--- config.mk ---
export PLATFORM = sky130hd
export DESIGN_NAME = logit_frame_sequencer_flat
export DESIGN_NICKNAME = d
export VERILOG_FILES = /design/src/rtl/logit_frame_sequencer_pkg.sv /design/src/rtl/logit_frame_sequencer_if.sv /design/src/rtl/logit_frame_sequencer_buffer.sv /design/src/rtl/logit_frame_sequencer.sv /design/src/flat_wrapper.sv
export SDC_FILE = /design/constraint.sdc
export NUM_CORES = 1
export LEC_CHECK = 0
export CORE_ASPECT_RATIO = 0.9
export CORE_MARGIN = 2
export CORE_UTILIZATION = 50
export CTS_BUF_LIST = sky130_fd_sc_hd__clkbuf_4 sky130_fd_sc_hd__clkbuf_8 sky130_fd_sc_hd__clkbuf_16
export CTS_CLUSTER_SIZE = 8
export DETAILED_ROUTE_END_ITERATION = 10
export HOLD_SLACK_MARGIN = 0.1
export PLACE_DENSITY = 0.9
export SYNTH_ARGS = -nofsm -noshare
export SYNTH_HDL_FRONTEND = slang
export SYNTH_SLANG_ARGS = --single-unit
--- constraint.sdc ---
create_clock -name clk -period 3.4 [get_ports clk]
set_input_delay 0.68 -clock clk [delete_from_list [all_inputs] [get_ports clk]]
set_output_delay 0.68 -clock clk [all_outputs]
set_load 0.01 [all_outputs]
--- src/rtl/logit_frame_sequencer_pkg.sv ---
// Shared types and constants for the logit frame sequencer slice.
package cnn_acc_pkg;

  // Default score width in bits (signed two's complement).
  localparam int DATA_W_DEF = 32;

  // Width of a class index / beat counter.
  localparam int IDX_W = 4;

  // Sequencer states.
  typedef enum logic [2:0] {
    IDLE   = 3'd0,
    LOAD   = 3'd1,
    CLEAR  = 3'd2,
    START  = 3'd3,
    WAIT   = 3'd4,
    RESULT = 3'd5
  } state_e;

  // Most-negative two's complement value of the given width (only the sign bit set).
  function automatic logic [63:0] min_score(input int unsigned width);
    logic [63:0] v;
    v = 64'd1 << (width - 32'd1);
    return v;
  endfunction

endpackage

--- src/rtl/logit_frame_sequencer_if.sv ---
// Score stream and result handshake between the sequencer and its neighbours.
interface logit_frame_sequencer_if
  import cnn_acc_pkg::*;
#(
  parameter int DATA_W = DATA_W_DEF
);
  logic              s_valid;
  logic              s_ready;
  logic [DATA_W-1:0] s_data;
  logic              s_last;
  logic              r_valid;
  logic              r_ready;
  logic [IDX_W-1:0]  r_index;
  logic              r_err_len;
  logic              r_err_tmo;

  modport master (
    output s_valid, s_data, s_last, r_ready,
    input  s_ready, r_valid, r_index, r_err_len, r_err_tmo
  );

  modport slave (
    input  s_valid, s_data, s_last, r_ready,
    output s_ready, r_valid, r_index, r_err_len, r_err_tmo
  );
endinterface

--- src/rtl/logit_frame_sequencer_buffer.sv ---
// Per-class score slots: write decode, most-negative padding on short frames,
// and the packed view handed to the argmax engine.
module frame_score_buffer
  import cnn_acc_pkg::*;
#(
  parameter int NUM_CLASSES = 9,
  parameter int DATA_W      = DATA_W_DEF
) (
  input  logic                          clk,
  input  logic                          resetn,
  input  logic                          wr_en,
  input  logic                          pad_en,
  input  logic [IDX_W-1:0]              wr_idx,
  input  logic [DATA_W-1:0]             wr_data,
  output logic [NUM_CLASSES*DATA_W-1:0] scores
);
  localparam logic [63:0]       MIN_FULL = min_score(DATA_W);
  localparam logic [DATA_W-1:0] MIN_VAL  = MIN_FULL[DATA_W-1:0];

  logic [DATA_W-1:0]      slot_r [NUM_CLASSES];
  logic [NUM_CLASSES-1:0] wr_sel_s;
  logic [NUM_CLASSES-1:0] pad_sel_s;

  // Decode which slot takes the beat and which slots beyond it get padded.
  always_comb begin
    wr_sel_s  = '0;
    pad_sel_s = '0;
    for (int k = 0; k < NUM_CLASSES; k++) begin
      wr_sel_s[k]  = wr_en && (wr_idx == IDX_W'(k));
      pad_sel_s[k] = pad_en && (IDX_W'(k) > wr_idx);
    end
  end

  // Slot registers: beat write has priority over padding, otherwise hold.
  always_ff @(posedge clk or negedge resetn) begin
    if (!resetn) begin
      for (int k = 0; k < NUM_CLASSES; k++) slot_r[k] <= '0;
    end else begin
      for (int k = 0; k < NUM_CLASSES; k++) begin
        if (wr_sel_s[k])       slot_r[k] <= wr_data;
        else if (pad_sel_s[k]) slot_r[k] <= MIN_VAL;
        else                   slot_r[k] <= slot_r[k];
      end
    end
  end

  for (genvar g = 0; g < NUM_CLASSES; g++) begin : g_pack
    assign scores[g*DATA_W +: DATA_W] = slot_r[g];
  end

endmodule

--- src/rtl/logit_frame_sequencer.sv ---
// Collects one frame of class scores, runs the argmax engine through a
// clear/start/done sequence and returns the winning index with error flags.
module logit_frame_sequencer
  import cnn_acc_pkg::*;
#(
  parameter int NUM_CLASSES = 9,
  parameter int DATA_W      = DATA_W_DEF,
  parameter int TIMEOUT_CYC = 64
) (
  input  logic                          clk,
  input  logic                          resetn,
  logit_frame_sequencer_if.slave        bus,
  output logic                          am_resetn,
  output logic                          am_start,
  output logic [NUM_CLASSES*DATA_W-1:0] am_scores,
  input  logic                          am_done,
  input  logic [IDX_W-1:0]              am_index
);
  localparam int               TMO_W    = $clog2(TIMEOUT_CYC + 1);
  localparam logic [IDX_W-1:0] N_IDX    = IDX_W'(NUM_CLASSES);
  localparam logic [IDX_W-1:0] CNT_MAX  = {IDX_W{1'b1}};
  localparam logic [TMO_W-1:0] TMO_LAST = TMO_W'(TIMEOUT_CYC - 1);

  state_e           state_r;
  logic [IDX_W-1:0] cnt_r;
  logic [TMO_W-1:0] tmo_cnt_r;
  logic             s_ready_r;
  logic             am_resetn_r;
  logic             am_start_r;
  logic             r_valid_r;
  logic [IDX_W-1:0] r_index_r;
  logic             err_len_r;
  logic             err_tmo_r;

  logic             beat_acc_s;
  logic             slot_free_s;
  logic [IDX_W-1:0] cnt_next_s;

  assign beat_acc_s  = bus.s_valid & s_ready_r;
  assign slot_free_s = (cnt_r < N_IDX);

  // Beat counter advance, saturating at its all-ones value.
  always_comb begin
    cnt_next_s = cnt_r;
    if (cnt_r == CNT_MAX) cnt_next_s = CNT_MAX;
    else                  cnt_next_s = cnt_r + 4'd1;
  end

  frame_score_buffer #(
    .NUM_CLASSES (NUM_CLASSES),
    .DATA_W      (DATA_W)
  ) u_buf (
    .clk     (clk),
    .resetn  (resetn),
    .wr_en   (beat_acc_s & slot_free_s),
    .pad_en  (beat_acc_s & bus.s_last),
    .wr_idx  (cnt_r),
    .wr_data (bus.s_data),
    .scores  (am_scores)
  );

  // Frame sequencing FSM with all handshake and engine controls registered.
  always_ff @(posedge clk or negedge resetn) begin
    if (!resetn) begin
      state_r     <= IDLE;
      cnt_r       <= '0;
      tmo_cnt_r   <= '0;
      s_ready_r   <= 1'b0;
      am_resetn_r <= 1'b0;
      am_start_r  <= 1'b0;
      r_valid_r   <= 1'b0;
      r_index_r   <= '0;
      err_len_r   <= 1'b0;
      err_tmo_r   <= 1'b0;
    end else begin
      case (state_r)
        IDLE, LOAD: begin
          s_ready_r   <= 1'b1;
          am_resetn_r <= 1'b1;
          am_start_r  <= 1'b0;
          if (beat_acc_s) begin
            cnt_r <= cnt_next_s;
            if (bus.s_last) begin
              state_r     <= CLEAR;
              s_ready_r   <= 1'b0;
              am_resetn_r <= 1'b0;
              if (!slot_free_s || (cnt_next_s != N_IDX)) err_len_r <= 1'b1;
            end else begin
              state_r <= LOAD;
              if (!slot_free_s) err_len_r <= 1'b1;
            end
          end
        end
        CLEAR: begin
          // Engine sees am_resetn low for this one cycle, dropping any stale done.
          am_resetn_r <= 1'b1;
          am_start_r  <= 1'b1;
          tmo_cnt_r   <= '0;
          state_r     <= START;
        end
        START: begin
          // Counter already runs here so the abort lands TIMEOUT_CYC cycles after the strobe.
          am_start_r <= 1'b0;
          tmo_cnt_r  <= tmo_cnt_r + TMO_W'(1);
          state_r    <= WAIT;
        end
        WAIT: begin
          if (am_done) begin
            r_index_r <= am_index;
            r_valid_r <= 1'b1;
            state_r   <= RESULT;
          end else if (tmo_cnt_r == TMO_LAST) begin
            err_tmo_r <= 1'b1;
            r_index_r <= '0;
            r_valid_r <= 1'b1;
            state_r   <= RESULT;
          end else begin
            tmo_cnt_r <= tmo_cnt_r + TMO_W'(1);
          end
        end
        RESULT: begin
          if (bus.r_ready) begin
            r_valid_r <= 1'b0;
            cnt_r     <= '0;
            err_len_r <= 1'b0;
            err_tmo_r <= 1'b0;
            s_ready_r <= 1'b1;
            state_r   <= IDLE;
          end
        end
        default: begin
          state_r     <= IDLE;
          cnt_r       <= '0;
          s_ready_r   <= 1'b0;
          am_resetn_r <= 1'b0;
          am_start_r  <= 1'b0;
          r_valid_r   <= 1'b0;
          err_len_r   <= 1'b0;
          err_tmo_r   <= 1'b0;
        end
      endcase
    end
  end

  assign bus.s_ready   = s_ready_r;
  assign bus.r_valid   = r_valid_r;
  assign bus.r_index   = r_index_r;
  assign bus.r_err_len = err_len_r;
  assign bus.r_err_tmo = err_tmo_r;
  assign am_resetn     = am_resetn_r;
  assign am_start      = am_start_r;

endmodule
--- src/flat_wrapper.sv ---
// flat-port wrapper written by rule: the top's interface ports become plain ports
module logit_frame_sequencer_flat import cnn_acc_pkg::*;
#(
  parameter int NUM_CLASSES = 9,
  parameter int DATA_W      = DATA_W_DEF,
  parameter int TIMEOUT_CYC = 64
)
  (clk, resetn, am_resetn, am_start, am_scores, am_done, am_index, bus_s_valid, bus_s_data, bus_s_last, bus_r_ready, bus_s_ready, bus_r_valid, bus_r_index, bus_r_err_len, bus_r_err_tmo);
  logit_frame_sequencer_if #(.DATA_W(DATA_W)) bus_i ();
  input  logic clk;
  input  logic resetn;
  output logic am_resetn;
  output logic am_start;
  output logic [NUM_CLASSES*DATA_W-1:0] am_scores;
  input  logic am_done;
  input  logic [IDX_W-1:0] am_index;
  input wire logic [$bits(bus_i.s_valid)-1:0] bus_s_valid;
  input wire logic [$bits(bus_i.s_data)-1:0] bus_s_data;
  input wire logic [$bits(bus_i.s_last)-1:0] bus_s_last;
  input wire logic [$bits(bus_i.r_ready)-1:0] bus_r_ready;
  output wire logic [$bits(bus_i.s_ready)-1:0] bus_s_ready;
  output wire logic [$bits(bus_i.r_valid)-1:0] bus_r_valid;
  output wire logic [$bits(bus_i.r_index)-1:0] bus_r_index;
  output wire logic [$bits(bus_i.r_err_len)-1:0] bus_r_err_len;
  output wire logic [$bits(bus_i.r_err_tmo)-1:0] bus_r_err_tmo;
  assign bus_i.s_valid = bus_s_valid;
  assign bus_i.s_data = bus_s_data;
  assign bus_i.s_last = bus_s_last;
  assign bus_i.r_ready = bus_r_ready;
  assign bus_s_ready = bus_i.s_ready;
  assign bus_r_valid = bus_i.r_valid;
  assign bus_r_index = bus_i.r_index;
  assign bus_r_err_len = bus_i.r_err_len;
  assign bus_r_err_tmo = bus_i.r_err_tmo;
  logit_frame_sequencer #(.NUM_CLASSES(NUM_CLASSES), .DATA_W(DATA_W), .TIMEOUT_CYC(TIMEOUT_CYC)) u_core (.clk(clk), .resetn(resetn), .bus(bus_i), .am_resetn(am_resetn), .am_start(am_start), .am_scores(am_scores), .am_done(am_done), .am_index(am_index));
endmodule
# Word-level counts from Yosys, hierarchy flattened
# Cells that the tools add are included.
[totals]
reg_bits = 312
in_bits = 42
out_inout_bits = 298
elab_cells = 156
[classes]
add_sub_neg = 2
magnitude_cmp = 10
n_eq_ne = 24
muxes = 50
n_bitwise = 5
n_reduce_logical = 46
[op_table]
columns = ["operator", "count"]
rows = [
  ["32-bit two-way mux", 18],
  ["7-bit case mux with 3 select lines", 1],
  ["4-bit two-way mux", 5],
  ["2-bit nonzero test", 10],
  ["1-bit logical AND", 18],
  ["4-bit by 3-bit equality test with 1-bit output, second input constant", 4],
  ["3-bit by 4-bit greater-than comparator with 1-bit output, first input constant", 4],
  ["1-bit case mux with 3 select lines", 5],
  ["3-bit case mux with 5 select lines", 1],
  ["7-bit two-way mux", 2],
  ["3-bit two-way mux", 4],
  ["4-bit case mux with 3 select lines", 1],
  ["3-bit AND reduction", 4],
  ["1-bit two-way mux", 11],
  ["4-bit by 2-bit equality test with 1-bit output, second input constant", 2],
  ["4-bit equality test, second input constant", 2],
  ["1-bit by 4-bit greater-than comparator with 1-bit output, first input constant", 2],
  ["2-bit by 4-bit greater-than comparator with 1-bit output, first input constant", 2],
  ["7-bit by 1-bit adder with 7-bit output, second input constant", 1],
  ["7-bit by 6-bit equality test with 1-bit output, second input constant", 1],
  ["3-bit by 2-bit equality test with 1-bit output, second input constant", 2],
  ["3-bit equality test, second input constant", 2],
  ["2-bit inequality test, second input constant", 3],
  ["3-bit by 2-bit inequality test with 1-bit output, second input constant", 2],
  ["other kinds (23)", 30],
]

# Logic depth before layout (Yosys ltp)
[logic_depth]
depth_word = 8
depth_mapped = 7
ltp_nobuf = 6

# Cells and area by module
# From an unflattened synthesis, not the netlist that was laid out.
[hier_totals]
cells_unflattened = 1024
hier_area_um2 = 12752.2
[modules_own_cells]
columns = ["mod", "n_inst", "cells_each", "area_each_um2", "seq_area_each_um2"]
rows = [
  ["frame_score_buffer", 1, 874, 11283.3, 7206.9],
  ["logit_frame_sequencer", 1, 150, 1468.9, 600.6],
]

# Worst setup path after synthesis
# No wires, ideal clock.
[synth_path]
path_type = "input port to flip-flop"
startpoint = "input port bus_s_valid"
endpoint = "register u_core.u_buf.slot_r (netlist bit u_core.u_buf.scores[194])"
setup_time_ns = 0.121
arrival_time_ns = 1.649
required_time_ns = 3.279
setup_slack_ns = 1.630
stages = 6
path_buffers = 2
path_cell_list = "nand2_1 nor2_1 and3_1 buf_2 buf_2 a22o_1"
[synth_via]
elab_chain_len = 4
elab_cells_between_ends = 7
cone_classes = "mux: 1; bitwise: 3; reduce/logical: 3"
[synth_lines]
columns = ["element", "line_no", "source"]
rows = [
  ["from (decl)", "flat_wrapper.sv:17", "input wire logic [$bits(bus_i.s_valid)-1:0] bus_s_valid;"],
  ["1-bit bitwise AND *", "logit_frame_sequencer.sv:39", "assign beat_acc_s = bus.s_valid & s_ready_r;"],
  ["1-bit bitwise AND (on tied branches)", "logit_frame_sequencer.sv:55, logit_frame_sequencer.sv:56", ""],
  ["1-bit logical AND (on tied branches)", "logit_frame_sequencer_buffer.sv:29, logit_frame_sequencer_buffer.sv:30", ""],
  ["32-bit two-way mux / 2-bit nonzero test (equally long branches)", "-", ""],
  ["to (signal, indexed assignment)", "logit_frame_sequencer_buffer.sv:40", "if (wr_sel_s[k]) slot_r[k] <= wr_data;"],
  ["to (signal, indexed assignment)", "logit_frame_sequencer_buffer.sv:42", "else slot_r[k] <= slot_r[k];"],
  ["to (decl)", "logit_frame_sequencer_buffer.sv:20", "logic [DATA_W-1:0] slot_r [NUM_CLASSES];"],
]
# Every way passes the cells marked *; elsewhere a longest branch is shown, timed or not.
# A chain may end at the register's enable or synchronous reset.

# Worst setup path after layout
[layout_path]
startpoint = "input port bus_s_valid"
endpoint = "register u_core.u_buf.slot_r (netlist bit u_core.u_buf.scores[179])"
# The elaborated chain is that of the path after synthesis.

==> results.md <==
- Cell Area, Synth: roughly 0.012 sq mm
- H-tree levels: 2
- Worst R2R Setup Slack: ~1.1 ns
- DRC: 1
- Met2 wire len: 18.2 mm
- Int Pwr: ~11 mW
- Clock network power share: 0.231
- Vias: 9227
- Min setup slack post-route: approximately 1.1 ns
- Die H: 149 um
- Switching Share: 0.325
- PortBufs: about 340
- Fin crit share: 0.681
- Worst r2r path cells: 8
- CTS Buf Count: between 40 and 50
- Arr. time, crit path: 2.69 ns
- CTS tree: done
- Buf/Inv on CP: 2
- Placed cell count: around 1400
- Hpwl dp: 24.5 mm
- GR Overflow Total: 0
- Largest net degree at the start of global routing: just over 80
- Reg-to-reg critical path startpoint: u_core.cnt_r[1]
- Mean number of vias per cell: 6.31
- Most frequent CP cell: nand2_1
- Worst slew pin tran: ~1.1 ns
- Post-layout util: 0.714
- # resized after CTS: 0
- Pwr per Cell Area: 981 mW/mm^2
- Area of the core: 0.0232 sq mm
- Initial Utilization: 0.506
- Die extent in x: between 150 and 200 um
- Slew headroom: 0.251
- Mean Syn Cell Area: about 14 sq um
- Synth cell types: 44
- Hold_buf cts: 0
- Fraction of registers with async set/reset: 1.00
- Clock root buffer: clkbuf_16
- Tot GR Track Use: 0.310
- Max_cap viols: 0
- CP endpoint: u_core.u_buf.scores[179]
- Worst setup EP type: flop
- TNS Setup: 0 ns
- WL met3: around 4.0 mm
- Fmax: 0.432 GHz
- Cells after Synth: about 850
- Data required, critical path: around 3.8 ns
- Max Slew Vio Count: 0
- Finished Layout Cells: roughly 1500
- Crit-path max cell delay: approximately 0.52 ns
- Status: complete, but fails checks
- Post-synth EDFFs: 0
- Cell Rows: between 50 and 60
- CP Launch Type: input port
- Placer Congestion: between 0.8 and 0.9
- Flop pwr share: 0.378
- Worst setup path start: bus_s_valid
- Area growth syn-to-layout: 41.1%
- Wl on met1: about 15 mm
- #FFs+latches synth: roughly 310
- Top layer in use: met4
- Pre-CTS setup slack: roughly 0.63 ns
- Final Hold Fails: 0
- N_diodes: 0
- Maximum vdd drop: around 640 uV
- First-pass GRT wire length: between 50 and 60 mm
- Total wire length: 38.4 mm
- Slowest stage cell, crit path: nor2_1
- Final setup vio count: 0
- Clk pin slew, worst setup/hold paths: ~0.05 ns
- Final antenna-violating net count: 0
- CTS Sinks: around 310
- Failing checks: DRC
- Hold WC Path Type: input port to asynchronous set/reset pin
- Crit path depth: 6
- Switching power: between 5 and 6 mW
- Die area: 0.0247 sq mm
- Comb pwr share: 0.390
- WS Path Type: input port to flop
- Top FF cell, synth: dfrtp_1
- Layout cells sized above 1: 0.104
- Latest clock arrival within the worst-skew pair: between 0.5 and 0.6 ns
- Minimum clock period: between 2 and 2.5 ns
- R2R Path End: u_core.u_buf.scores[274]
- Drt first-iter violations: 802
- Clock Tree Buf Depth: 3
- Vias in the first global route: 9500
- DRT Pass-1 Iters: 8
- Cell family with most CP delay: simple AND/OR/NAND/NOR gates
- Min Hold Slack: roughly 0.15 ns
- Setup bufs post-CTS: 0
- Worst-path fanout max: 21
- Pleak: 7.53 nW
- # nets final: 1209
- Register area share after synthesis: 0.665
- # IOs: 340
- Post-Synthesis Net Count: approximately 890
- CP cell instances: clkdlybuf4s50_1 > nand2_1 > nor2_1 > nand2_1 > buf_4 > a22o_1
- Initial antenna violation count: 0
- Wire length per cell: 26.3 um
- Final setup skew: ~0.011 ns
- RSZ-0062 raised after global routing: false
- Synthesis warning total: 0
==> cells in the mapped netlist (2+ instances only) <==
cell type / count / area [sq um]
a21oi_1: 16 / 80.1
a211oi_1: 4 / 30.0
nor3_2: 2 / 20.0
nor2b_1: 2 / 12.5
o21ai_1: 4 / 20.0
and3_1: 5 / 31.3
buf_2: 37 / 185
o211ai_1: 3 / 22.5
ha_1: 6 / 75.1
or3_1: 2 / 12.5
a221oi_1: 3 / 26.3
nor4_1: 5 / 31.3
nor2_1: 13 / 48.8
buf_1: 32 / 120
nand2_1: 20 / 75.1
buf_4: 4 / 30.0
a22oi_1: 7 / 52.6
clkbuf_1: 22 / 82.6
a31oi_1: 2 / 12.5
o21ai_0: 5 / 25.0
inv_1: 14 / 52.6
mux2_2: 34 / 383
nand2b_1: 6 / 37.5
and2_1: 3 / 18.8
dfrtp_1: 312 / 7810
nand3_1: 3 / 15.0
mux2i_1: 2 / 20.0
nor3_1: 6 / 30.0
a221o_1: 2 / 20.0
nor3b_2: 2 / 25.0
a22o_1: 254 / 2220
==> layout make-up <==
type                       instances  area [sq um]
clock buffer                      45          1130
fill                            1482          6630
inverter                          14          52.6
multi-input combinational        424          3560
sequential                       312          7810
tap                              302           378
timing repair buffer             365          3660
==> kinds of logic after synthesis <==
logic type,Yosys count,share of synthesized area
buffers and inverters,109,0.0400
and+or+nand+nor,75,0.0356
adders and majority gates,6,0.00639
DFF,312,0.665
AOI/OAI and AO/OA,307,0.219
muxes,36,0.0343
==> worst min-delay path by stage <==
stage,startpoint,to,cells after the start
after floorplan,resetn,u_core.am_resetn,0
after global placement,u_core.bus.r_valid,u_core.bus.r_valid,2
after detailed placement,u_core.u_buf.scores[196],u_core.u_buf.scores[196],1
after CTS,resetn,u_core.am_start,1
after global routing,resetn,u_core.u_buf.scores[165],1
final,resetn,u_core.u_buf.scores[231],1
==> sequential cells by signal (all words and copies together), names as in the netlist <==
name                  flops
u_core.am_start           1
u_core.am_resetn          1
u_core.state_r            3
u_core.bus.s_ready        1
u_core.tmo_cnt_r          7
u_core.cnt_r              4
u_core.bus.r_valid        1
u_core.bus.r_index        4
u_core.bus.r_err_len      1
u_core.u_buf.scores     288
u_core.bus.r_err_tmo      1
==> cell usage in the layout (no fill, tap or decap), types with 2 or more instances in the layout <==
cell and n:
a211oi_1 4, a21oi_1 14, a21oi_4 2, a221o_1 2, a221oi_1 3, a22o_1 254
a22oi_1 7, a31oi_1 2, and2_1 3, and3_1 5, buf_12 5, buf_4 21
clkbuf_16 45, clkdlybuf4s50_1 338, dfrtp_1 312, ha_1 6, inv_1 14, mux2_2 34
mux2i_1 2, nand2_1 19, nand2b_1 6, nand3_1 3, nor2_1 13, nor2b_1 2
nor3_1 6, nor3_4 3, nor3b_4 2, nor4_1 5, o211ai_1 3, o21ai_0 5
o21ai_4 3, or3_1 2
==> metrics by stage <==
step / instance area, sq um / total power [mW]
finish: 16600 / 16.3
global route: 16600 / 17.0
CTS: 16600 / 16.3
detailed placement: 15500 / 12.4
global placement: 15500 / 12.2
floorplan: 11700 / 8.64
==> per-layer routing <==
metal	vias up	track usage
li1	3773	-
met1	4728	0.412
met2	629	0.485
met3	97	0.0868
met4	0	0.127
met5	-	0
==> power by group through the flow <==
| stage | Combinational (mW) | Sequential [mW] | Clock (mW) |
|---|---|---|---|
| 2_1_floorplan | 2.12 | 6.52 | 0 |
| 3_3_place_gp | 6.12 | 6.07 | 0 |
| 3_5_place_dp | 6.31 | 6.09 | 0 |
| 4_1_cts | 6.37 | 6.13 | 3.79 |
| 5_1_grt | 6.71 | 6.30 | 3.96 |
| 6_report | 6.35 | 6.15 | 3.76 |
(Power assumes the default switching activity.)
